## config.mk

```make
export PLATFORM = sky130hd
export DESIGN_NAME = alu_exec_ctrl_flat
export DESIGN_NICKNAME = d
export VERILOG_FILES = /design/src/rtl/alu_exec_ctrl_if.sv /design/src/rtl/alu_exec_ctrl.sv /design/src/flat_wrapper.sv
export SDC_FILE = /design/constraint.sdc
export NUM_CORES = 1
export LEC_CHECK = 0
export ABC_AREA = 1
export CORE_AREA = 2 2 131 120
export DETAILED_ROUTE_END_ITERATION = 7
export DIE_AREA = 0 0 133 122
export GPL_TIMING_DRIVEN = 0
export PLACE_DENSITY = 0.69
export SYNTH_ARGS = -nofsm -noshare
export SYNTH_HDL_FRONTEND = slang
export SYNTH_SLANG_ARGS = --single-unit
```

## constraint.sdc

```tcl
create_clock -name clk -period 5 [get_ports clk]
set_input_delay 1 -clock clk [delete_from_list [all_inputs] [get_ports clk]]
set_output_delay 1 -clock clk [all_outputs]
set_load 0.03 [all_outputs]
```

## src/rtl/alu_exec_ctrl_if.sv

```systemverilog
// Purpose: request, ALU-side and writeback-status bundle for alu_exec_ctrl.
// Latency: wires only, no state.
// Backpressure: req_valid/req_ready handshake; a request is taken when both are high.
// Ports: req_* (operation request), alu_A/alu_B/alu_ctrl (operands to the ALU),
//   alu_out/alu_CO/alu_OVF/alu_Z/alu_N (ALU results), done/result/flags (writeback status).
interface alu_exec_ctrl_if #(
  parameter int DW = 8,
  parameter int AW = 3
);
  // Request channel
  logic          req_valid;
  logic          req_ready;
  logic [2:0]    req_op;
  logic [AW-1:0] req_rd;
  logic [AW-1:0] req_rn;
  logic [AW-1:0] req_rm;
  logic          req_setf;

  // ALU operand side (driven by the sequencer)
  logic [DW-1:0] alu_A;
  logic [DW-1:0] alu_B;
  logic [2:0]    alu_ctrl;

  // ALU result side (driven by the ALU)
  logic [DW-1:0] alu_out;
  logic          alu_CO;
  logic          alu_OVF;
  logic          alu_Z;
  logic          alu_N;

  // Writeback status
  logic          done;
  logic [DW-1:0] result;
  logic [3:0]    flags;

  // Sequencer view
  modport slave (
    input  req_valid, req_op, req_rd, req_rn, req_rm, req_setf,
    output req_ready,
    output alu_A, alu_B, alu_ctrl,
    input  alu_out, alu_CO, alu_OVF, alu_Z, alu_N,
    output done, result, flags
  );

  // Requester / ALU / observer view
  modport master (
    output req_valid, req_op, req_rd, req_rn, req_rm, req_setf,
    input  req_ready,
    input  alu_A, alu_B, alu_ctrl,
    output alu_out, alu_CO, alu_OVF, alu_Z, alu_N,
    input  done, result, flags
  );
endinterface

```

## src/rtl/alu_exec_ctrl.sv

```systemverilog
// Purpose: operand/writeback sequencer around a combinational ALU with a 2**AW x DW regfile.
// Latency: accept edge -> done-high cycle is 3 cycles (READ, EXEC, WB); 1 op per 4 cycles.
// Backpressure: req_ready is high only in IDLE; requests must be held until accepted.
// Ports: clk, reset (sync, active-high); bus (alu_exec_ctrl_if.slave: request, ALU
//   operands/results, done/result/flags); ext_we/ext_waddr/ext_wdata (preload write,
//   IDLE only); dbg_raddr/dbg_rdata (combinational regfile read).
// The ALU itself is external; it is built with W = DW-1 so its data width matches DW.
module alu_exec_ctrl #(
  parameter int DW = 8,
  parameter int AW = 3
) (
  input  logic          clk,
  input  logic          reset,
  alu_exec_ctrl_if.slave bus,
  input  logic          ext_we,
  input  logic [AW-1:0] ext_waddr,
  input  logic [DW-1:0] ext_wdata,
  input  logic [AW-1:0] dbg_raddr,
  output logic [DW-1:0] dbg_rdata
);

  localparam int NREG = 1 << AW;

  typedef enum logic [1:0] {
    S_IDLE = 2'd0,
    S_READ = 2'd1,
    S_EXEC = 2'd2,
    S_WB   = 2'd3
  } state_t;

  state_t state_q, state_d;

  // Latched request
  logic [2:0]    op_q;
  logic [AW-1:0] rd_q, rn_q, rm_q;
  logic          setf_q;

  // ALU operand registers
  logic [DW-1:0] alu_a_q, alu_b_q;
  logic [2:0]    alu_ctrl_q;

  // EXEC capture of ALU outputs, flags packed {N,Z,C,V}
  logic [DW-1:0] cap_res_q;
  logic [3:0]    cap_flg_q;

  // Architectural outputs
  logic [DW-1:0] result_q;
  logic [3:0]    flags_q;

  logic [DW-1:0] regs_q [NREG];

  // Decoded per-cycle actions
  logic accept, do_read, do_exec, do_wb, ext_wr;

  // ---------------------------------------------------------------------------
  // Next-state and action decode
  // ---------------------------------------------------------------------------
  always_comb begin
    state_d = state_q;
    accept  = 1'b0;
    do_read = 1'b0;
    do_exec = 1'b0;
    do_wb   = 1'b0;
    ext_wr  = 1'b0;
    unique case (state_q)
      S_IDLE: begin
        // Preload writes are only legal here, so they never race a writeback.
        ext_wr = ext_we;
        if (bus.req_valid) begin
          accept  = 1'b1;
          state_d = S_READ;
        end
      end
      S_READ: begin
        do_read = 1'b1;
        state_d = S_EXEC;
      end
      S_EXEC: begin
        do_exec = 1'b1;
        state_d = S_WB;
      end
      S_WB: begin
        do_wb   = 1'b1;
        state_d = S_IDLE;
      end
      default: state_d = S_IDLE;
    endcase
  end

  always_ff @(posedge clk) begin
    if (reset) begin
      state_q <= S_IDLE;
    end else begin
      state_q <= state_d;
    end
  end

  // ---------------------------------------------------------------------------
  // Request latch, operand fetch and ALU capture
  // ---------------------------------------------------------------------------
  always_ff @(posedge clk) begin
    if (reset) begin
      op_q       <= '0;
      rd_q       <= '0;
      rn_q       <= '0;
      rm_q       <= '0;
      setf_q     <= 1'b0;
      alu_a_q    <= '0;
      alu_b_q    <= '0;
      alu_ctrl_q <= '0;
      cap_res_q  <= '0;
      cap_flg_q  <= '0;
    end else begin
      if (accept) begin
        op_q   <= bus.req_op;
        rd_q   <= bus.req_rd;
        rn_q   <= bus.req_rn;
        rm_q   <= bus.req_rm;
        setf_q <= bus.req_setf;
      end
      // Operands come from the regfile one edge after accept, so a preload that
      // commits on the accept edge is already visible here.
      if (do_read) begin
        alu_a_q    <= regs_q[rn_q];
        alu_b_q    <= regs_q[rm_q];
        alu_ctrl_q <= op_q;
      end
      if (do_exec) begin
        cap_res_q <= bus.alu_out;
        cap_flg_q <= {bus.alu_N, bus.alu_Z, bus.alu_CO, bus.alu_OVF};
      end
    end
  end

  // ---------------------------------------------------------------------------
  // Register file and writeback
  // ---------------------------------------------------------------------------
  always_ff @(posedge clk) begin
    if (reset) begin
      for (int i = 0; i < NREG; i++) begin
        regs_q[i] <= '0;
      end
      result_q <= '0;
      flags_q  <= '0;
    end else begin
      // do_wb and ext_wr are decoded from different states, never both high.
      if (do_wb) begin
        regs_q[rd_q] <= cap_res_q;
        result_q     <= cap_res_q;
        if (setf_q) begin
          flags_q <= cap_flg_q;
        end
      end else if (ext_wr) begin
        regs_q[ext_waddr] <= ext_wdata;
      end
    end
  end

  // ---------------------------------------------------------------------------
  // Outputs
  // ---------------------------------------------------------------------------
  assign bus.req_ready = (state_q == S_IDLE);
  assign bus.alu_A     = alu_a_q;
  assign bus.alu_B     = alu_b_q;
  assign bus.alu_ctrl  = alu_ctrl_q;
  // High for the whole WB cycle; the regfile/result update lands on the edge ending it.
  assign bus.done      = (state_q == S_WB);
  assign bus.result    = result_q;
  assign bus.flags     = flags_q;
  assign dbg_rdata     = regs_q[dbg_raddr];

endmodule

```

## src/flat_wrapper.sv

```systemverilog
// flat-port wrapper written by rule: the top's interface ports become plain ports
module alu_exec_ctrl_flat 
#(
  parameter int DW = 8,
  parameter int AW = 3
)
  (clk, reset, ext_we, ext_waddr, ext_wdata, dbg_raddr, dbg_rdata, bus_req_valid, bus_req_op, bus_req_rd, bus_req_rn, bus_req_rm, bus_req_setf, bus_req_ready, bus_alu_A, bus_alu_B, bus_alu_ctrl, bus_alu_out, bus_alu_CO, bus_alu_OVF, bus_alu_Z, bus_alu_N, bus_done, bus_result, bus_flags);
  alu_exec_ctrl_if #(.DW(DW), .AW(AW)) bus_i ();
  input  logic clk;
  input  logic reset;
  input  logic ext_we;
  input  logic [AW-1:0] ext_waddr;
  input  logic [DW-1:0] ext_wdata;
  input  logic [AW-1:0] dbg_raddr;
  output logic [DW-1:0] dbg_rdata;
  input wire logic [$bits(bus_i.req_valid)-1:0] bus_req_valid;
  input wire logic [$bits(bus_i.req_op)-1:0] bus_req_op;
  input wire logic [$bits(bus_i.req_rd)-1:0] bus_req_rd;
  input wire logic [$bits(bus_i.req_rn)-1:0] bus_req_rn;
  input wire logic [$bits(bus_i.req_rm)-1:0] bus_req_rm;
  input wire logic [$bits(bus_i.req_setf)-1:0] bus_req_setf;
  output wire logic [$bits(bus_i.req_ready)-1:0] bus_req_ready;
  output wire logic [$bits(bus_i.alu_A)-1:0] bus_alu_A;
  output wire logic [$bits(bus_i.alu_B)-1:0] bus_alu_B;
  output wire logic [$bits(bus_i.alu_ctrl)-1:0] bus_alu_ctrl;
  input wire logic [$bits(bus_i.alu_out)-1:0] bus_alu_out;
  input wire logic [$bits(bus_i.alu_CO)-1:0] bus_alu_CO;
  input wire logic [$bits(bus_i.alu_OVF)-1:0] bus_alu_OVF;
  input wire logic [$bits(bus_i.alu_Z)-1:0] bus_alu_Z;
  input wire logic [$bits(bus_i.alu_N)-1:0] bus_alu_N;
  output wire logic [$bits(bus_i.done)-1:0] bus_done;
  output wire logic [$bits(bus_i.result)-1:0] bus_result;
  output wire logic [$bits(bus_i.flags)-1:0] bus_flags;
  assign bus_i.req_valid = bus_req_valid;
  assign bus_i.req_op = bus_req_op;
  assign bus_i.req_rd = bus_req_rd;
  assign bus_i.req_rn = bus_req_rn;
  assign bus_i.req_rm = bus_req_rm;
  assign bus_i.req_setf = bus_req_setf;
  assign bus_req_ready = bus_i.req_ready;
  assign bus_alu_A = bus_i.alu_A;
  assign bus_alu_B = bus_i.alu_B;
  assign bus_alu_ctrl = bus_i.alu_ctrl;
  assign bus_i.alu_out = bus_alu_out;
  assign bus_i.alu_CO = bus_alu_CO;
  assign bus_i.alu_OVF = bus_alu_OVF;
  assign bus_i.alu_Z = bus_alu_Z;
  assign bus_i.alu_N = bus_alu_N;
  assign bus_done = bus_i.done;
  assign bus_result = bus_i.result;
  assign bus_flags = bus_i.flags;
  alu_exec_ctrl #(.DW(DW), .AW(AW)) u_core (.clk(clk), .reset(reset), .bus(bus_i), .ext_we(ext_we), .ext_waddr(ext_waddr), .ext_wdata(ext_wdata), .dbg_raddr(dbg_raddr), .dbg_rdata(dbg_rdata));
endmodule
```

**Yosys cells after proc, flatten, opt, wreduce, memory -nomap -nowiden**

Memory sizes are Yosys's and may differ from the RTL's. A register that Yosys moved wholly into a read port is not among the register bits.
Cells that the tools add are included.

- $add $sub $neg: 0
- Multiply operators: 0
- Div/mod/pow operators: 0
- $lt $le $gt $ge: 0
- Equality and inequality tests: 4
- Shift-type cells: 0
- Muxes and demuxes: 23
- Bitwise gates (word level): 0
- Reduce and logical (&&, ||, !) cells: 4

Operators by type and width:

| cell | count |
|---|---|
| 2-to-1 mux 1 bit | 17 |
| 2-to-1 mux 8 bit | 2 |
| OR reduction 8 bit | 2 |
| case mux 2 bit (4 select lines) | 1 |
| 2-to-1 mux 3 bit | 2 |
| == test 2 bit (second input constant) | 2 |
| == test 2 x 1 -> 1 bit (second input constant) | 1 |
| zero test 2 bit | 1 |
| 2-to-1 mux 2 bit | 1 |
| != test 2 bit (second input constant) | 1 |
| AND reduction 2 bit | 1 |

- Register bits after elaboration: 42
- Latch bits: 0
- Bits in writable memories: 64
- Memory bits (read-only): 0
- Bits of input ports: 43
- Memories: 1

Memory list:

| memory | depth | bits a word | rd ports | clocked after Yosys merged registers in | wr ports | RTL line | text |
|---|---|---|---|---|---|---|---|
| u_core.regs_q | 8 | 8 | 3 | 2 | 8 | alu_exec_ctrl.sv:50 | `logic [DW-1:0] regs_q [NREG];` |

**Longest topological paths before layout**

Gate-level depths: netlist of the first run.

- Depth in word-level cells: 8
- Gate-level depth with buffers: 12

**Worst setup path before layout of the first run**

Ideal clock, no wire load.

- Kind: input port to output port
- Start: input dbg_raddr[1]
- End: output dbg_rdata[5]
- Arrival time: 2011 ps
- Slack: 1989 ps
- Cell stages on the path: 7
- Buffers on the path: 2
- Cells stage by stage: buf_2 inv_1 clkbuf_1 a21oi_1 o21ai_0 nand2_1 o21a_1

- Longest elaborated chain between the ends: 1

RTL lines:

| item | RTL line | text |
|---|---|---|
| start: declaration | flat_wrapper.sv:14 | `input logic [AW-1:0] dbg_raddr;` |
| memory (8 x 8 bit) | -- |  |
| end: declaration | flat_wrapper.sv:15 | `output logic [DW-1:0] dbg_rdata;` |

No other way between the ends.

**Final worst setup path of the first run**

- Start: input dbg_raddr[0]
- End: output dbg_rdata[2]

Same word-level chain as after synthesis.

==> flow_summary.html, run 1 <==
<table>
<tr><th>Metric</th><th>Value</th></tr>
<tr><th colspan="2">Run status</th></tr>
<tr><td>Run status</td><td>complete, no violations</td></tr>
<tr><th colspan="2">Routing</th></tr>
<tr><td>Number of DRC violations after detailed-routing iteration 0</td><td>719</td></tr>
<tr><td>Total number of vias</td><td>6239</td></tr>
<tr><td>Post-Route WL</td><td>20900 um</td></tr>
<tr><td>Remaining antenna violation count after routing</td><td>0</td></tr>
<tr><td>Average wire per standard cell</td><td>17.9 um</td></tr>
<tr><td>Detailed Routing Iterations Pass 1</td><td>5</td></tr>
<tr><td>Average via count per standard cell</td><td>5.34</td></tr>
<tr><td>DRC viols</td><td>0</td></tr>
<tr><th colspan="2">Timing</th></tr>
<tr><td>Max-slew violation count</td><td>0</td></tr>
<tr><td>Fin Setup TNS</td><td>0 ns</td></tr>
<tr><td>Slew margin rel.</td><td>0.187</td></tr>
<tr><td>Setup violation total in the final timing report</td><td>0</td></tr>
<tr><td>Achievable clock frequency</td><td>236 MHz</td></tr>
<tr><td>RSZ-0062 raised after global routing</td><td>false</td></tr>
<tr><td>Final hold slack</td><td>0.481 ns</td></tr>
<tr><td>Worst Tran Pin Value</td><td>approximately 1.2 ns</td></tr>
<tr><td>Worst path setup slack after routing</td><td>approximately 0.76 ns</td></tr>
<tr><td>Minimum clock period</td><td>4.24 ns</td></tr>
<tr><td>Worst setup skew after layout</td><td>0.0133 ns</td></tr>
<tr><td>Final Hold Vio Count</td><td>0</td></tr>
<tr><td>Ratio of final minimum period to clock period</td><td>0.848</td></tr>
<tr><th colspan="2">Clock network</th></tr>
<tr><td>Clock sinks</td><td>122</td></tr>
<tr><td>Clock tree from TritonCTS</td><td>built</td></tr>
<tr><td>Number of buffers inserted by hold repair at cts</td><td>0</td></tr>
<tr><td>CTS clk-pin slew, worst paths</td><td>0.06 ns</td></tr>
<tr><td>Total number of H-tree levels</td><td>4</td></tr>
<tr><td>Clock root buffer</td><td>sky130_fd_sc_hd__clkbuf_16</td></tr>
<tr><td>Post-CTS repair timing setup buffer count</td><td>0</td></tr>
<tr><td>Buffers from clock root to sink, at most</td><td>2</td></tr>
<tr><td>Clk_lat worst skew</td><td>0.42 ns</td></tr>
<tr><td>Number of buffers created by CTS</td><td>17</td></tr>
<tr><td>Number of gates resized after CTS</td><td>0</td></tr>
<tr><th colspan="2">Cells and area</th></tr>
<tr><td>Top library cells by usage in the layout, fill and taps aside</td><td>sky130_fd_sc_hd__nand2_1, sky130_fd_sc_hd__nand3_1, sky130_fd_sc_hd__o21ai_0</td></tr>
<tr><td>Antenna fix cells</td><td>0</td></tr>
<tr><td>Syn-to-layout area delta</td><td>22.8%</td></tr>
<tr><td>Final layout net count</td><td>between 1000 and 1500</td></tr>
<tr><td>Most common cell after layout, fill and taps aside</td><td>sky130_fd_sc_hd__nand2_1</td></tr>
<tr><td>Total non-filler cell area in the finished layout</td><td>0.00862 sq mm</td></tr>
<tr><td>Share of layout cells above drive strength 1</td><td>0.138</td></tr>
<tr><th colspan="2">Placed design</th></tr>
<tr><td>Final estimated routing congestion in global placement</td><td>0.985</td></tr>
<tr><td>Final HPWL DP</td><td>15700 um</td></tr>
<tr><td>Port Buf Inserts</td><td>82</td></tr>
<tr><td>Setup slack after placement</td><td>between 0.8 and 0.9 ns</td></tr>
<tr><td>Post-detailed-placement cell area</td><td>0.00809 sq mm</td></tr>
<tr><th colspan="2">Global route</th></tr>
<tr><td>Overflow left after global routing</td><td>0</td></tr>
<tr><td>First-pass GRT wire length</td><td>32100 um</td></tr>
<tr><td>Pin count of the biggest net entering global routing</td><td>17</td></tr>
<tr><td>Vias in the first global route</td><td>5596</td></tr>
<tr><td>Global routing usage summed across all routing layers</td><td>0.261</td></tr>
<tr><td>Initial antenna violation count</td><td>0</td></tr>
<tr><th colspan="2">Setup path</th></tr>
<tr><td>Cell seen most often among critical-path stages</td><td>sky130_fd_sc_hd__clkdlybuf4s50_1</td></tr>
<tr><td>Startpoint type of the worst setup path</td><td>input port</td></tr>
<tr><td>Cell family with the largest share of critical-path delay</td><td>buffers and inverters</td></tr>
<tr><td>Data arrival time at the worst-slack endpoint</td><td>around 3.2 ns</td></tr>
<tr><td>Count of buffer and inverter cells on the critical path</td><td>4</td></tr>
<tr><td>Sort of element at the end of the critical path</td><td>output port</td></tr>
<tr><td>Cell chain of the critical path</td><td>clkdlybuf4s50_1, inv_1, clkbuf_1, a21oi_1, o21ai_0, nand3_1, o21a_1, clkdlybuf4s50_1</td></tr>
<tr><td>Slowest stage cell on the critical path</td><td>sky130_fd_sc_hd__clkdlybuf4s50_1</td></tr>
<tr><td>Largest incremental delay on the critical path</td><td>0.66 ns</td></tr>
<tr><td>Worst setup path category</td><td>input port to output port</td></tr>
<tr><td>Data required time of the critical path</td><td>around 4.0 ns</td></tr>
<tr><td>Largest driver fanout on the critical path</td><td>10</td></tr>
<tr><th colspan="2">Yosys</th></tr>
<tr><td>Yosys synthesis warning count</td><td>0</td></tr>
<tr><td>Average instance area after synthesis</td><td>8.23 sq um</td></tr>
<tr><td>Synth Register Bits</td><td>122</td></tr>
<tr><td>Number of nets produced by synthesis</td><td>901</td></tr>
<tr><td>Area of the mapped netlist</td><td>0.00702 sq mm</td></tr>
<tr><td>Area share of the largest cell type after synthesis</td><td>0.274</td></tr>
<tr><td>Post-synthesis cell count</td><td>853</td></tr>
<tr><td>Dominant cell type by area after synthesis</td><td>sky130_fd_sc_hd__edfxtp_1</td></tr>
<tr><td>Largest cells by area after synthesis</td><td>sky130_fd_sc_hd__edfxtp_1, sky130_fd_sc_hd__dfxtp_1, sky130_fd_sc_hd__nor3_2, sky130_fd_sc_hd__nand2_1, sky130_fd_sc_hd__nand3_1</td></tr>
<tr><td>Yosys cell types</td><td>29</td></tr>
<tr><td>Seq/Total Area, Yosys</td><td>0.439</td></tr>
<tr><th colspan="2">Power</th></tr>
<tr><td>Largest vdd supply drop</td><td>~0.00036 V</td></tr>
<tr><td>Power density over cell area</td><td>505 mW/mm^2</td></tr>
<tr><td>Static leakage</td><td>between 3 and 4 nW</td></tr>
<tr><th colspan="2">Die</th></tr>
<tr><td>Total die area</td><td>about 0.016 sq mm</td></tr>
<tr><td>Core outline area</td><td>between 0.015 and 0.02 sq mm</td></tr>
<tr><td>Chip Width</td><td>133 um</td></tr>
<tr><td>Number of top-level pins</td><td>84</td></tr>
<tr><td>Die extent in y</td><td>122 um</td></tr>
<tr><td>Effective utilization at floorplan</td><td>0.468</td></tr>
<tr><td>Row cnt</td><td>between 40 and 50</td></tr>
<tr><th colspan="2">Min path</th></tr>
<tr><td>Hold/Removal Path Class</td><td>register to register</td></tr>
<tr><th colspan="2">Flow run</th></tr>
<tr><td># Max-Cap Violations</td><td>0</td></tr>
</table>
[through the flow]
stage	utilization	power [mW]	std cells
after floorplan	-	2.65	853
after global placement	0.539	3.23	1137
after detailed placement	0.539	3.25	1137
after CTS	0.574	4.33	1168
after global routing	0.574	4.57	1168
final	0.574	4.35	1168
[tightest hold or removal path: cells and delay by family (launching register included)]
family	cells	cell delay (ns)
and+or+nand+nor	2	0.13
DFF	1	0.32
[cell type report]
| cell class | instances | area [sq um] |
|---|---|---|
| plain buffers | 61 | 334 |
| clock buffers | 17 | 425 |
| clock inverters | 14 | 98.8 |
| fillers | 1355 | 6390 |
| inverters | 92 | 355 |
| multi-input cells | 578 | 3250 |
| flip-flops and latches | 122 | 3080 |
| well taps | 202 | 253 |
| repair buffers | 82 | 821 |
[flip-flops by register name (all words and copies together) (netlist names), 2 cells and up]
register             count
u_core.bus.alu_A         8
u_core.bus.alu_B         8
u_core.bus.alu_ctrl      3
u_core.bus.flags         4
u_core.bus.result        8
u_core.cap_flg_q         4
u_core.cap_res_q         8
u_core.op_q              3
u_core.rd_q              3
u_core.regs_q           64
u_core.rm_q              3
u_core.rn_q              3
u_core.state_q           2
[layer usage]
metal | global-route usage | vias to the layer above | share of wire
li1 | - | 3062 | -
met1 | 0.373 | 2923 | 0.47
met2 | 0.398 | 217 | 0.45
met3 | 0.0454 | 37 | 0.059
met4 | 0.0961 | 0 | 0.026
met5 | 0 | - | 0
[cells by family (layout without fill, tap and decap cells)]
family	after synthesis	in the layout	share of synthesized area
simple gates	388	388	0.306
fa+ha+maj	5	5	0.00891
buf+inv	153	266	0.0982
compound gates	185	185	0.148
flops	122	122	0.439
[synth_stat cells (all sizes together)]
cell      n
a211oi    1
clkbuf   42
nand3   108
edfxtp   64
ha        5
nand2   177
nor3     65
dfxtp    58
clkinv    4
buf      19
o21a      8
inv      88
o21ai   105
nor2     38
a21oi    71
[path summary, 6_finish.rpt]
kind,from,to,slack (ns),depth (start not counted)
worst max-delay path,dbg_raddr[0],dbg_rdata[2],0.76,8
worst min register to register,u_core.bus.flags[1],u_core.bus.flags[1],0.48,2
worst max register to register,u_core.state_q[0],u_core.regs_q[6][7],2.29,10
worst min-delay path,u_core.bus.flags[1],u_core.bus.flags[1],0.48,2
[power by group]
group          internal (mW)  switching (mW)  total (mW)
sequential              1.25          0.0879        1.34
clock                  0.629           0.462        1.09
combinational          0.605            1.31        1.92
Note: power is estimated with default switching activity, not from simulation.
==> run 2: changes to the inputs <==
--- a/config.mk
+++ b/config.mk
@@ -10,7 +10,7 @@
 export DETAILED_ROUTE_END_ITERATION = 7
 export DIE_AREA = 0 0 133 122
 export GPL_TIMING_DRIVEN = 0
-export PLACE_DENSITY = 0.69
+export PLACE_DENSITY = 0.72
 export SYNTH_ARGS = -nofsm -noshare
 export SYNTH_HDL_FRONTEND = slang
 export SYNTH_SLANG_ARGS = --single-unit
==> constraint.sdc (replaced) <==
create_clock -name clk -period 3.8 [get_ports clk]
set_input_delay 0.76 -clock clk [delete_from_list [all_inputs] [get_ports clk]]
set_output_delay 0.76 -clock clk [all_outputs]
set_load 0.03 [all_outputs]
==> run 2 against run 1 <==
  * Clock skew decreased by 0.0026 ns
  * Global-route usage increased by 0.41 points
  * Sequential power increased by 31%
  * Power increased by 36%
  * Core utilization increased by 0.49 points
  * Clock power increased by 49%
  * Sequential cell count unchanged
  * Via count increased by 1.9%
  * Combinational power increased by 32%
  * Critical endpoint is now dbg_rdata[3]
  * Largest cell class unchanged
  * Largest power group unchanged
==> flow_summary.html, run 2 (synthesis results as in run 1) <==
<table>
<tr><th>Metric</th><th>Value</th></tr>
<tr><th colspan="2">Clock network</th></tr>
<tr><td>Total number of H-tree levels</td><td>4 (unchanged)</td></tr>
<tr><td>Clock sinks</td><td>122 (unchanged)</td></tr>
<tr><td>Buffers from clock root to sink, at most</td><td>2 (unchanged)</td></tr>
<tr><td>CTS clk-pin slew, worst paths</td><td>0.06 ns (about the same)</td></tr>
<tr><td>Clock root buffer</td><td>sky130_fd_sc_hd__clkbuf_16</td></tr>
<tr><td>Clock tree from TritonCTS</td><td>built</td></tr>
<tr><td>Clk_lat worst skew</td><td>0.42 ns (about the same)</td></tr>
<tr><td>Number of buffers created by CTS</td><td>17 (unchanged)</td></tr>
<tr><td>Post-CTS repair timing setup buffer count</td><td>0 (unchanged)</td></tr>
<tr><th colspan="2">Global route</th></tr>
<tr><td>Overflow left after global routing</td><td>0 (unchanged)</td></tr>
<tr><td>Most crowded layer after global routing</td><td>met2</td></tr>
<tr><td>Vias in the first global route</td><td>5805 (+3.7%)</td></tr>
<tr><td>First-pass GRT wire length</td><td>32500 um (+1.3%)</td></tr>
<tr><td>Initial antenna violation count</td><td>0 (unchanged)</td></tr>
<tr><td>Met1 track demand over resource in global routing</td><td>0.373 (about the same)</td></tr>
<tr><td>GRT met3 Usage</td><td>0.0375 (-0.00791)</td></tr>
<tr><td>Pin count of the biggest net entering global routing</td><td>17 (unchanged)</td></tr>
<tr><td>Global routing usage summed across all routing layers</td><td>0.265 (+0.00412)</td></tr>
<tr><td>Met2 track utilization from global routing</td><td>0.417 (+0.0198)</td></tr>
<tr><th colspan="2">Die</th></tr>
<tr><td>Die extent in y</td><td>122 um (unchanged)</td></tr>
<tr><td>Total die area</td><td>0.0162 sq mm (unchanged)</td></tr>
<tr><td>Number of top-level pins</td><td>84 (unchanged)</td></tr>
<tr><td>Effective utilization at floorplan</td><td>0.468 (unchanged)</td></tr>
<tr><td>Row cnt</td><td>43 (unchanged)</td></tr>
<tr><td>Core outline area</td><td>0.0150 sq mm (unchanged)</td></tr>
<tr><td>Chip Width</td><td>133 um (unchanged)</td></tr>
<tr><th colspan="2">Power</th></tr>
<tr><td>Switching power of the nets</td><td>2.45 mW (+31%)</td></tr>
<tr><td>P_int</td><td>3.47 mW (+40%)</td></tr>
<tr><td>Clock group share of total power</td><td>0.274 (+0.023)</td></tr>
<tr><td>Net switching fraction of the power</td><td>0.414 (-0.0150)</td></tr>
<tr><td>Tot Pwr</td><td>5.92 mW (+36%)</td></tr>
<tr><td>Power density over cell area</td><td>681 mW/mm^2 (+35%)</td></tr>
<tr><td>Portion of total power attributed to sequential cells</td><td>0.298 (-0.010)</td></tr>
<tr><td>Largest vdd supply drop</td><td>0.000437 V (+22%)</td></tr>
<tr><td>Combinational share of power</td><td>0.429 (-0.012)</td></tr>
<tr><td>Static leakage</td><td>3.43 nW (+2.4%)</td></tr>
<tr><th colspan="2">Routing</th></tr>
<tr><td>Total number of vias</td><td>6358 (+1.9%)</td></tr>
<tr><td>Remaining antenna violation count after routing</td><td>0 (unchanged)</td></tr>
<tr><td>Number of DRC violations after detailed-routing iteration 0</td><td>688 (-4.3%)</td></tr>
<tr><td>Post-Route WL</td><td>21200 um (+1.4%)</td></tr>
<tr><td>Detailed Routing Iterations Pass 1</td><td>5 (unchanged)</td></tr>
<tr><td>DRC viols</td><td>0 (unchanged)</td></tr>
<tr><td>Average wire per standard cell</td><td>18.1 um (+1.3%)</td></tr>
<tr><td>Average via count per standard cell</td><td>5.44 (+1.8%)</td></tr>
<tr><th colspan="2">Cells and area</th></tr>
<tr><td>Final layout net count</td><td>1002 (unchanged)</td></tr>
<tr><td>Most common cell after layout, fill and taps aside</td><td>sky130_fd_sc_hd__nand2_1</td></tr>
<tr><td>Syn-to-layout area delta</td><td>23.8%</td></tr>
<tr><td>Top library cells by usage in the layout, fill and taps aside</td><td>sky130_fd_sc_hd__nand2_1, sky130_fd_sc_hd__nand3_1, sky130_fd_sc_hd__o21ai_0</td></tr>
<tr><td>Share of layout cells above drive strength 1</td><td>0.137 (-0.00118)</td></tr>
<tr><td>Non-filler instance count after layout</td><td>1169 (+0.086%)</td></tr>
<tr><td>Max FFs per register</td><td>64 (unchanged)</td></tr>
<tr><td>Total non-filler cell area in the finished layout</td><td>0.00869 sq mm (+0.86%)</td></tr>
<tr><td>Antenna fix cells</td><td>0 (unchanged)</td></tr>
<tr><td>Top reg by flops</td><td>u_core.regs_q</td></tr>
<tr><th colspan="2">Min path</th></tr>
<tr><td>Terminating pin of the worst hold path</td><td>u_core.bus.flags[0]</td></tr>
<tr><td>Hold path depth</td><td>2 (unchanged)</td></tr>
<tr><td>Min-Delay Startpoint</td><td>u_core.bus.flags[0]</td></tr>
<tr><td>Hold/Removal Path Class</td><td>register to register</td></tr>
<tr><th colspan="2">Setup path</th></tr>
<tr><td>FF-to-FF path depth</td><td>8 (-2)</td></tr>
<tr><td>Startpoint of the lowest-slack register-to-register path</td><td>u_core.state_q[1]</td></tr>
<tr><td>Worst R2R Setup Slack</td><td>1.02 ns (-1.27 ns)</td></tr>
<tr><td>Worst setup path category</td><td>input port to output port</td></tr>
<tr><td>Largest incremental delay on the critical path</td><td>0.66 ns (about the same)</td></tr>
<tr><td>Crit Reg-Reg Endpoint</td><td>u_core.regs_q[6][6]</td></tr>
<tr><td>Slowest stage cell on the critical path</td><td>sky130_fd_sc_hd__clkdlybuf4s50_1</td></tr>
<tr><td>Cell seen most often among critical-path stages</td><td>sky130_fd_sc_hd__clkdlybuf4s50_1</td></tr>
<tr><td>Cell chain of the critical path</td><td>clkdlybuf4s50_1, inv_1, clkbuf_1, a21oi_1, o21ai_0, nand3_1, o21a_1, clkdlybuf4s50_1</td></tr>
<tr><td>Largest driver fanout on the critical path</td><td>10 (unchanged)</td></tr>
<tr><td>Sort of element at the end of the critical path</td><td>output port</td></tr>
<tr><td>Data required time of the critical path</td><td>3.04 ns (-0.96 ns)</td></tr>
<tr><td>Startpoint type of the worst setup path</td><td>input port</td></tr>
<tr><td>Data arrival time at the worst-slack endpoint</td><td>2.98 ns (-0.26 ns)</td></tr>
<tr><th colspan="2">Timing</th></tr>
<tr><td>Minimum clock period</td><td>roughly 3.7 ns</td></tr>
<tr><td>Worst setup skew after layout</td><td>0.0106 ns (-0.00264 ns)</td></tr>
<tr><td>Ratio of final minimum period to clock period</td><td>0.983</td></tr>
<tr><td>Worst Tran Pin Value</td><td>1.28 ns (+0.0761 ns)</td></tr>
<tr><td>Final Hold Vio Count</td><td>0 (unchanged)</td></tr>
<tr><td>Achievable clock frequency</td><td>268 MHz</td></tr>
<tr><td>Max-slew violation count</td><td>0 (unchanged)</td></tr>
<tr><td>Fin Setup TNS</td><td>0 ns (unchanged)</td></tr>
<tr><td>Setup violation total in the final timing report</td><td>0 (unchanged)</td></tr>
<tr><td>RSZ-0062 raised after global routing</td><td>false</td></tr>
<tr><td>Final hold slack</td><td>0.490 ns (+0.00860 ns)</td></tr>
<tr><td>Slew margin rel.</td><td>0.136 (-0.0512)</td></tr>
<tr><th colspan="2">Run status</th></tr>
<tr><td>Run status</td><td>complete, no violations</td></tr>
<tr><th colspan="2">Placed design</th></tr>
<tr><td>Dpl cells</td><td>1137 (unchanged)</td></tr>
<tr><td>Final HPWL DP</td><td>15700 um (-0.54%)</td></tr>
<tr><td>Final estimated routing congestion in global placement</td><td>1.00 (+1.8%)</td></tr>
<tr><td>Port Buf Inserts</td><td>82 (unchanged)</td></tr>
<tr><td>Post-detailed-placement cell area</td><td>0.00809 sq mm (unchanged)</td></tr>
<tr><th colspan="2">Flow run</th></tr>
<tr><td># Max-Cap Violations</td><td>0 (unchanged)</td></tr>
</table>
==> run 2: changes by cell type in the layout (fill, tap and decap cells not counted), sizes merged <==
cell           previous run  this run
dlymetal6s2s              0         5
clkdlybuf4s50            82        77
clkinvlp                  4         2
bufinv                    0         3
clkinv                   11         8
clkbuf                   59        63
inv                      91        90
==> run 2: power groups by stage <==
stage | logic [mW] | clock network (mW) | registers [mW]
2_1_floorplan | 1.51 | 0 | 1.97
3_3_place_gp | 2.47 | 0 | 1.78
3_5_place_dp | 2.49 | 0 | 1.79
4_1_cts | 2.51 | 1.63 | 1.76
5_1_grt | 2.73 | 1.69 | 1.80
6_report | 2.54 | 1.62 | 1.76
==> run 2: cell type report <==
type                       instances  area (sq um)
fill                            1328          6320
multi-input combinational        578          3250
sequential                       122          3080
timing repair buffer              82           833
clock buffer                      21           440
inverter                          92           355
buffer                            61           334
tap                              202           253
clock inverter                    11           145
==> run 2: through the flow <==
stage / utilization / setup slack [ns]
2_1_floorplan: - / 1.27
3_3_place_gp: 0.539 / 0.114
3_5_place_dp: 0.539 / 0.0886
4_1_cts: 0.578 / 0.0880
5_1_grt: 0.579 / 0.0239
6_report: 0.579 / 0.0633
==> run 2: worst max-delay path: cells and delay by family <==
| kind | cells | cell delay, ns |
|---|---|---|
| buffers and inverters | 4 | 1.61 |
| and+or+nand+nor | 1 | 0.15 |
| AOI/OAI and AO/OA | 3 | 0.45 |
==> run 2: worst max path at each step <==
stage                 startpoint           end  slack, ns  depth (start not counted)
finish              dbg_raddr[0]  dbg_rdata[3]       0.06                          8
global placement    dbg_raddr[0]  dbg_rdata[1]       0.11                          8
floorplan           dbg_raddr[1]  dbg_rdata[5]       1.27                          7
global route        dbg_raddr[0]  dbg_rdata[3]       0.02                          8
detailed placement  dbg_raddr[0]  dbg_rdata[2]       0.09                          8
CTS                 dbg_raddr[0]  dbg_rdata[2]       0.09                          8
==> run 2: routing by layer <==
layer  part of all wire  vias to the layer above
met1               0.45                     2960
met4              0.027                        0
met3              0.072                       39
met2               0.45                      297
li1                   -                     3062
met5                  0                        -
==> run 2: what timing repair did <==
item                       CTS  global route
setup endpoints to repair    0             5
gates resized for setup      0             5
hold buffers                 0             0
==> run 3: changes to the inputs <==
--- a/config.mk
+++ b/config.mk
@@ -6,11 +6,13 @@
 export NUM_CORES = 1
 export LEC_CHECK = 0
 export ABC_AREA = 1
+export CAP_MARGIN = 15
 export CORE_AREA = 2 2 131 120
 export DETAILED_ROUTE_END_ITERATION = 7
 export DIE_AREA = 0 0 133 122
 export GPL_TIMING_DRIVEN = 0
 export PLACE_DENSITY = 0.72
+export SETUP_SLACK_MARGIN = 0.1
 export SYNTH_ARGS = -nofsm -noshare
 export SYNTH_HDL_FRONTEND = slang
 export SYNTH_SLANG_ARGS = --single-unit
==> run 3 against run 2 <==
  * Die area did not move
  * Sequential share of layout area barely moved
  * Non-clock buffer count rose by 2
  * Global-route usage barely moved
  * Fmax rose by 9.7%
  * Clock skew barely moved
  * Final cell count rose by 0.17%
  * Power barely moved
  * Sequential cell count did not move
  * Worst setup slack improved by 0.33 ns
  * First-iteration DRC count rose by 4.9%
  * Critical path type unchanged
  * Critical endpoint is now dbg_rdata[2]
  * Highest routed layer unchanged
==> flow_summary.html, run 3 (synthesis results as in run 1) <==
<table>
<tr><th>Metric</th><th>Value</th></tr>
<tr><th colspan="2">Clock network</th></tr>
<tr><td>Clock sinks</td><td>122 (unchanged)</td></tr>
<tr><td>Number of buffers created by CTS</td><td>17 (unchanged)</td></tr>
<tr><td>Post-CTS repair timing setup buffer count</td><td>0 (unchanged)</td></tr>
<tr><td>Clock tree from TritonCTS</td><td>built</td></tr>
<tr><td>Total number of H-tree levels</td><td>4 (unchanged)</td></tr>
<tr><td>Clk_lat worst skew</td><td>0.42 ns (about the same)</td></tr>
<tr><td>Clock root buffer</td><td>sky130_fd_sc_hd__clkbuf_16</td></tr>
<tr><td>Buffers from clock root to sink, at most</td><td>2 (unchanged)</td></tr>
<tr><td>CTS clk-pin slew, worst paths</td><td>0.06 ns (about the same)</td></tr>
<tr><td>Number of buffers inserted by hold repair at cts</td><td>0 (unchanged)</td></tr>
<tr><th colspan="2">Timing</th></tr>
<tr><td>Minimum clock period</td><td>3.41 ns (-0.332 ns)</td></tr>
<tr><td>RSZ-0062 raised after global routing</td><td>false</td></tr>
<tr><td>Slew margin rel.</td><td>0.254 (+0.118)</td></tr>
<tr><td>Ratio of final minimum period to clock period</td><td>0.896 (-0.0873)</td></tr>
<tr><td>Final hold slack</td><td>0.490 ns (+0.00000200 ns)</td></tr>
<tr><td>Worst Tran Pin Value</td><td>1.11 ns (-0.176 ns)</td></tr>
<tr><td>Worst setup skew after layout</td><td>0.0108 ns (+0.000202 ns)</td></tr>
<tr><td>Fin Setup TNS</td><td>0 ns (unchanged)</td></tr>
<tr><td>Final Hold Vio Count</td><td>0 (unchanged)</td></tr>
<tr><td>Max-slew violation count</td><td>0 (unchanged)</td></tr>
<tr><td>Setup violation total in the final timing report</td><td>0 (unchanged)</td></tr>
<tr><td>Achievable clock frequency</td><td>294 MHz (+9.7%)</td></tr>
<tr><th colspan="2">Setup path</th></tr>
<tr><td>Largest incremental delay on the critical path</td><td>0.56 ns (-0.10 ns)</td></tr>
<tr><td>Worst R2R Setup Slack</td><td>1.18 ns (+0.16 ns)</td></tr>
<tr><td>Data arrival time at the worst-slack endpoint</td><td>2.65 ns (-0.33 ns)</td></tr>
<tr><td>Data required time of the critical path</td><td>3.04 ns (about the same)</td></tr>
<tr><td>Worst setup path category</td><td>input port to output port</td></tr>
<tr><td>Startpoint of the lowest-slack register-to-register path</td><td>u_core.state_q[1]</td></tr>
<tr><td>Slowest stage cell on the critical path</td><td>sky130_fd_sc_hd__clkdlybuf4s50_1</td></tr>
<tr><td>Startpoint type of the worst setup path</td><td>input port</td></tr>
<tr><td>FF-to-FF path depth</td><td>8 (unchanged)</td></tr>
<tr><td>Sort of element at the end of the critical path</td><td>output port</td></tr>
<tr><td>Largest driver fanout on the critical path</td><td>10 (unchanged)</td></tr>
<tr><td>Cell chain of the critical path</td><td>clkdlybuf4s50_1, inv_1, clkbuf_2, a21oi_1, o21ai_0, nand3_1, o21a_1, dlygate4sd2_1</td></tr>
<tr><td>Crit Reg-Reg Endpoint</td><td>u_core.regs_q[3][2]</td></tr>
<tr><th colspan="2">Cells and area</th></tr>
<tr><td>Fill cell total of the finished layout</td><td>1330 (+0.15%)</td></tr>
<tr><td>Max FFs per register</td><td>64 (unchanged)</td></tr>
<tr><td>Final layout net count</td><td>1004 (+0.20%)</td></tr>
<tr><td>Most common cell after layout, fill and taps aside</td><td>sky130_fd_sc_hd__nand2_1</td></tr>
<tr><td>Top library cells by usage in the layout, fill and taps aside</td><td>sky130_fd_sc_hd__nand2_1, sky130_fd_sc_hd__nand3_1, sky130_fd_sc_hd__o21ai_0</td></tr>
<tr><td>Syn-to-layout area delta</td><td>24.0%</td></tr>
<tr><td>Share of layout cells above drive strength 1</td><td>0.139 (+0.00281)</td></tr>
<tr><td>Antenna fix cells</td><td>0 (unchanged)</td></tr>
<tr><td>Total non-filler cell area in the finished layout</td><td>0.00870 sq mm (+0.13%)</td></tr>
<tr><td>Finished Core Util</td><td>0.580 (+0.000750)</td></tr>
<tr><td>Top reg by flops</td><td>u_core.regs_q</td></tr>
<tr><th colspan="2">Power</th></tr>
<tr><td>P_int</td><td>3.47 mW (about the same)</td></tr>
<tr><td>Largest vdd supply drop</td><td>0.000436 V (-0.34%)</td></tr>
<tr><td>Clock group share of total power</td><td>0.274 (about the same)</td></tr>
<tr><td>Power density over cell area</td><td>681 mW/mm^2 (about the same)</td></tr>
<tr><td>Static leakage</td><td>3.46 nW (+0.68%)</td></tr>
<tr><td>Net switching fraction of the power</td><td>0.414 (about the same)</td></tr>
<tr><td>Combinational share of power</td><td>0.429 (about the same)</td></tr>
<tr><td>Portion of total power attributed to sequential cells</td><td>0.297 (about the same)</td></tr>
<tr><td>Switching power of the nets</td><td>2.45 mW (+0.14%)</td></tr>
<tr><th colspan="2">Die</th></tr>
<tr><td>Effective utilization at floorplan</td><td>0.468 (unchanged)</td></tr>
<tr><td>Chip Width</td><td>133 um (unchanged)</td></tr>
<tr><td>Total die area</td><td>0.0162 sq mm (unchanged)</td></tr>
<tr><td>Die extent in y</td><td>122 um (unchanged)</td></tr>
<tr><td>Number of top-level pins</td><td>84 (unchanged)</td></tr>
<tr><td>Row cnt</td><td>43 (unchanged)</td></tr>
<tr><td>Core outline area</td><td>0.0150 sq mm (unchanged)</td></tr>
<tr><th colspan="2">Placed design</th></tr>
<tr><td>Final HPWL DP</td><td>15700 um (unchanged)</td></tr>
<tr><td>Post-detailed-placement cell area</td><td>0.00809 sq mm (unchanged)</td></tr>
<tr><td>Port Buf Inserts</td><td>82 (unchanged)</td></tr>
<tr><td>Final estimated routing congestion in global placement</td><td>1.00 (unchanged)</td></tr>
<tr><th colspan="2">Min path</th></tr>
<tr><td>Min-Delay Startpoint</td><td>u_core.bus.flags[0]</td></tr>
<tr><td>Terminating pin of the worst hold path</td><td>u_core.bus.flags[0]</td></tr>
<tr><td>Hold path depth</td><td>2 (unchanged)</td></tr>
<tr><td>Hold/Removal Path Class</td><td>register to register</td></tr>
<tr><th colspan="2">Routing</th></tr>
<tr><td>DRC viols</td><td>0 (unchanged)</td></tr>
<tr><td>Post-Route WL</td><td>21100 um (-0.42%)</td></tr>
<tr><td>Number of DRC violations after detailed-routing iteration 0</td><td>722 (+4.9%)</td></tr>
<tr><td>Remaining antenna violation count after routing</td><td>0 (unchanged)</td></tr>
<tr><td>Total number of vias</td><td>6405 (+0.74%)</td></tr>
<tr><td>Average via count per standard cell</td><td>5.47 (+0.57%)</td></tr>
<tr><td>Average wire per standard cell</td><td>18.0 um (-0.59%)</td></tr>
<tr><td>Detailed Routing Iterations Pass 1</td><td>5 (unchanged)</td></tr>
<tr><th colspan="2">Global route</th></tr>
<tr><td>Vias in the first global route</td><td>5805 (unchanged)</td></tr>
<tr><td>Global routing usage summed across all routing layers</td><td>0.265 (about the same)</td></tr>
<tr><td>Initial antenna violation count</td><td>0 (unchanged)</td></tr>
<tr><td>GRT met3 Usage</td><td>0.0375 (unchanged)</td></tr>
<tr><td>Pin count of the biggest net entering global routing</td><td>17 (unchanged)</td></tr>
<tr><td>Met1 track demand over resource in global routing</td><td>0.373 (unchanged)</td></tr>
<tr><td>Most crowded layer after global routing</td><td>met2</td></tr>
<tr><td>Met2 track utilization from global routing</td><td>0.418 (+0.000648)</td></tr>
<tr><td>Overflow left after global routing</td><td>0 (unchanged)</td></tr>
<tr><td>First-pass GRT wire length</td><td>32500 um (about the same)</td></tr>
<tr><th colspan="2">Flow run</th></tr>
<tr><td># Max-Cap Violations</td><td>0 (unchanged)</td></tr>
<tr><th colspan="2">Run status</th></tr>
<tr><td>Run status</td><td>complete, no violations</td></tr>
</table>
[run 3: through the flow]
stage | setup WS (ns) | instances | total power, mW
floorplan | 1.27 | 853 | 3.48
global placement | 0.114 | 1137 | 4.25
detailed placement | 0.0886 | 1137 | 4.28
CTS | 0.104 | 1169 | 5.89
global route | 0.299 | 1171 | 6.21
finish | 0.395 | 1171 | 5.92
[run 3: area by class of cell]
type / instances / area [sq um] / share of cell area
Timing Repair Buffer: 84 / 843 / 0.0969
Clock buffer: 21 / 440 / 0.0506
Inverter: 92 / 355 / 0.0408
Buffer: 61 / 335 / 0.0385
Sequential cell: 122 / 3080 / 0.354
Multi-Input combinational cell: 578 / 3250 / 0.373
Clock inverter: 11 / 145 / 0.0167
Tap cell: 202 / 253 / 0.0290
[run 3: power by group through the flow]
stage	combinational, mW	sequential [mW]	clock [mW]
after floorplan	1.51	1.97	0
after global placement	2.47	1.78	0
after detailed placement	2.49	1.79	0
after CTS	2.51	1.76	1.63
after global routing	2.73	1.79	1.69
final	2.54	1.76	1.62
[run 3: worst max path at each step]
| stage | cells past startpoint | from | slack, ns | endpoint |
|---|---|---|---|---|
| after floorplan | 7 | dbg_raddr[1] | 1.27 | dbg_rdata[5] |
| after global placement | 8 | dbg_raddr[0] | 0.11 | dbg_rdata[1] |
| after detailed placement | 8 | dbg_raddr[0] | 0.09 | dbg_rdata[2] |
| after CTS | 8 | dbg_raddr[0] | 0.10 | dbg_rdata[1] |
| after global routing | 8 | dbg_raddr[0] | 0.30 | dbg_rdata[2] |
| final | 8 | dbg_raddr[0] | 0.39 | dbg_rdata[2] |
[run 3: what timing repair did]
item | 4_1_cts | 5_1_grt
setup endpoints to repair | 2 | 6
resized for setup | 2 | 8
hold endpoints to repair | 0 | 0
[run 3: routing by layer]
| metal | vias to the layer above | routed length, um | part of all wire |
|---|---|---|---|
| met5 | - | 0 | 0 |
| met4 | 0 | 528 | 0.025 |
| met3 | 34 | 1560 | 0.074 |
| met2 | 301 | 9520 | 0.45 |
| met1 | 2999 | 9500 | 0.45 |
| li1 | 3071 | - | - |
[run 3: worst max-delay path: cells and delay by family]
family / cells / cell delay [ns]
buffers and inverters: 4 / 1.32
and+or+nand+nor: 1 / 0.14
AOI/OAI and AO/OA: 3 / 0.42
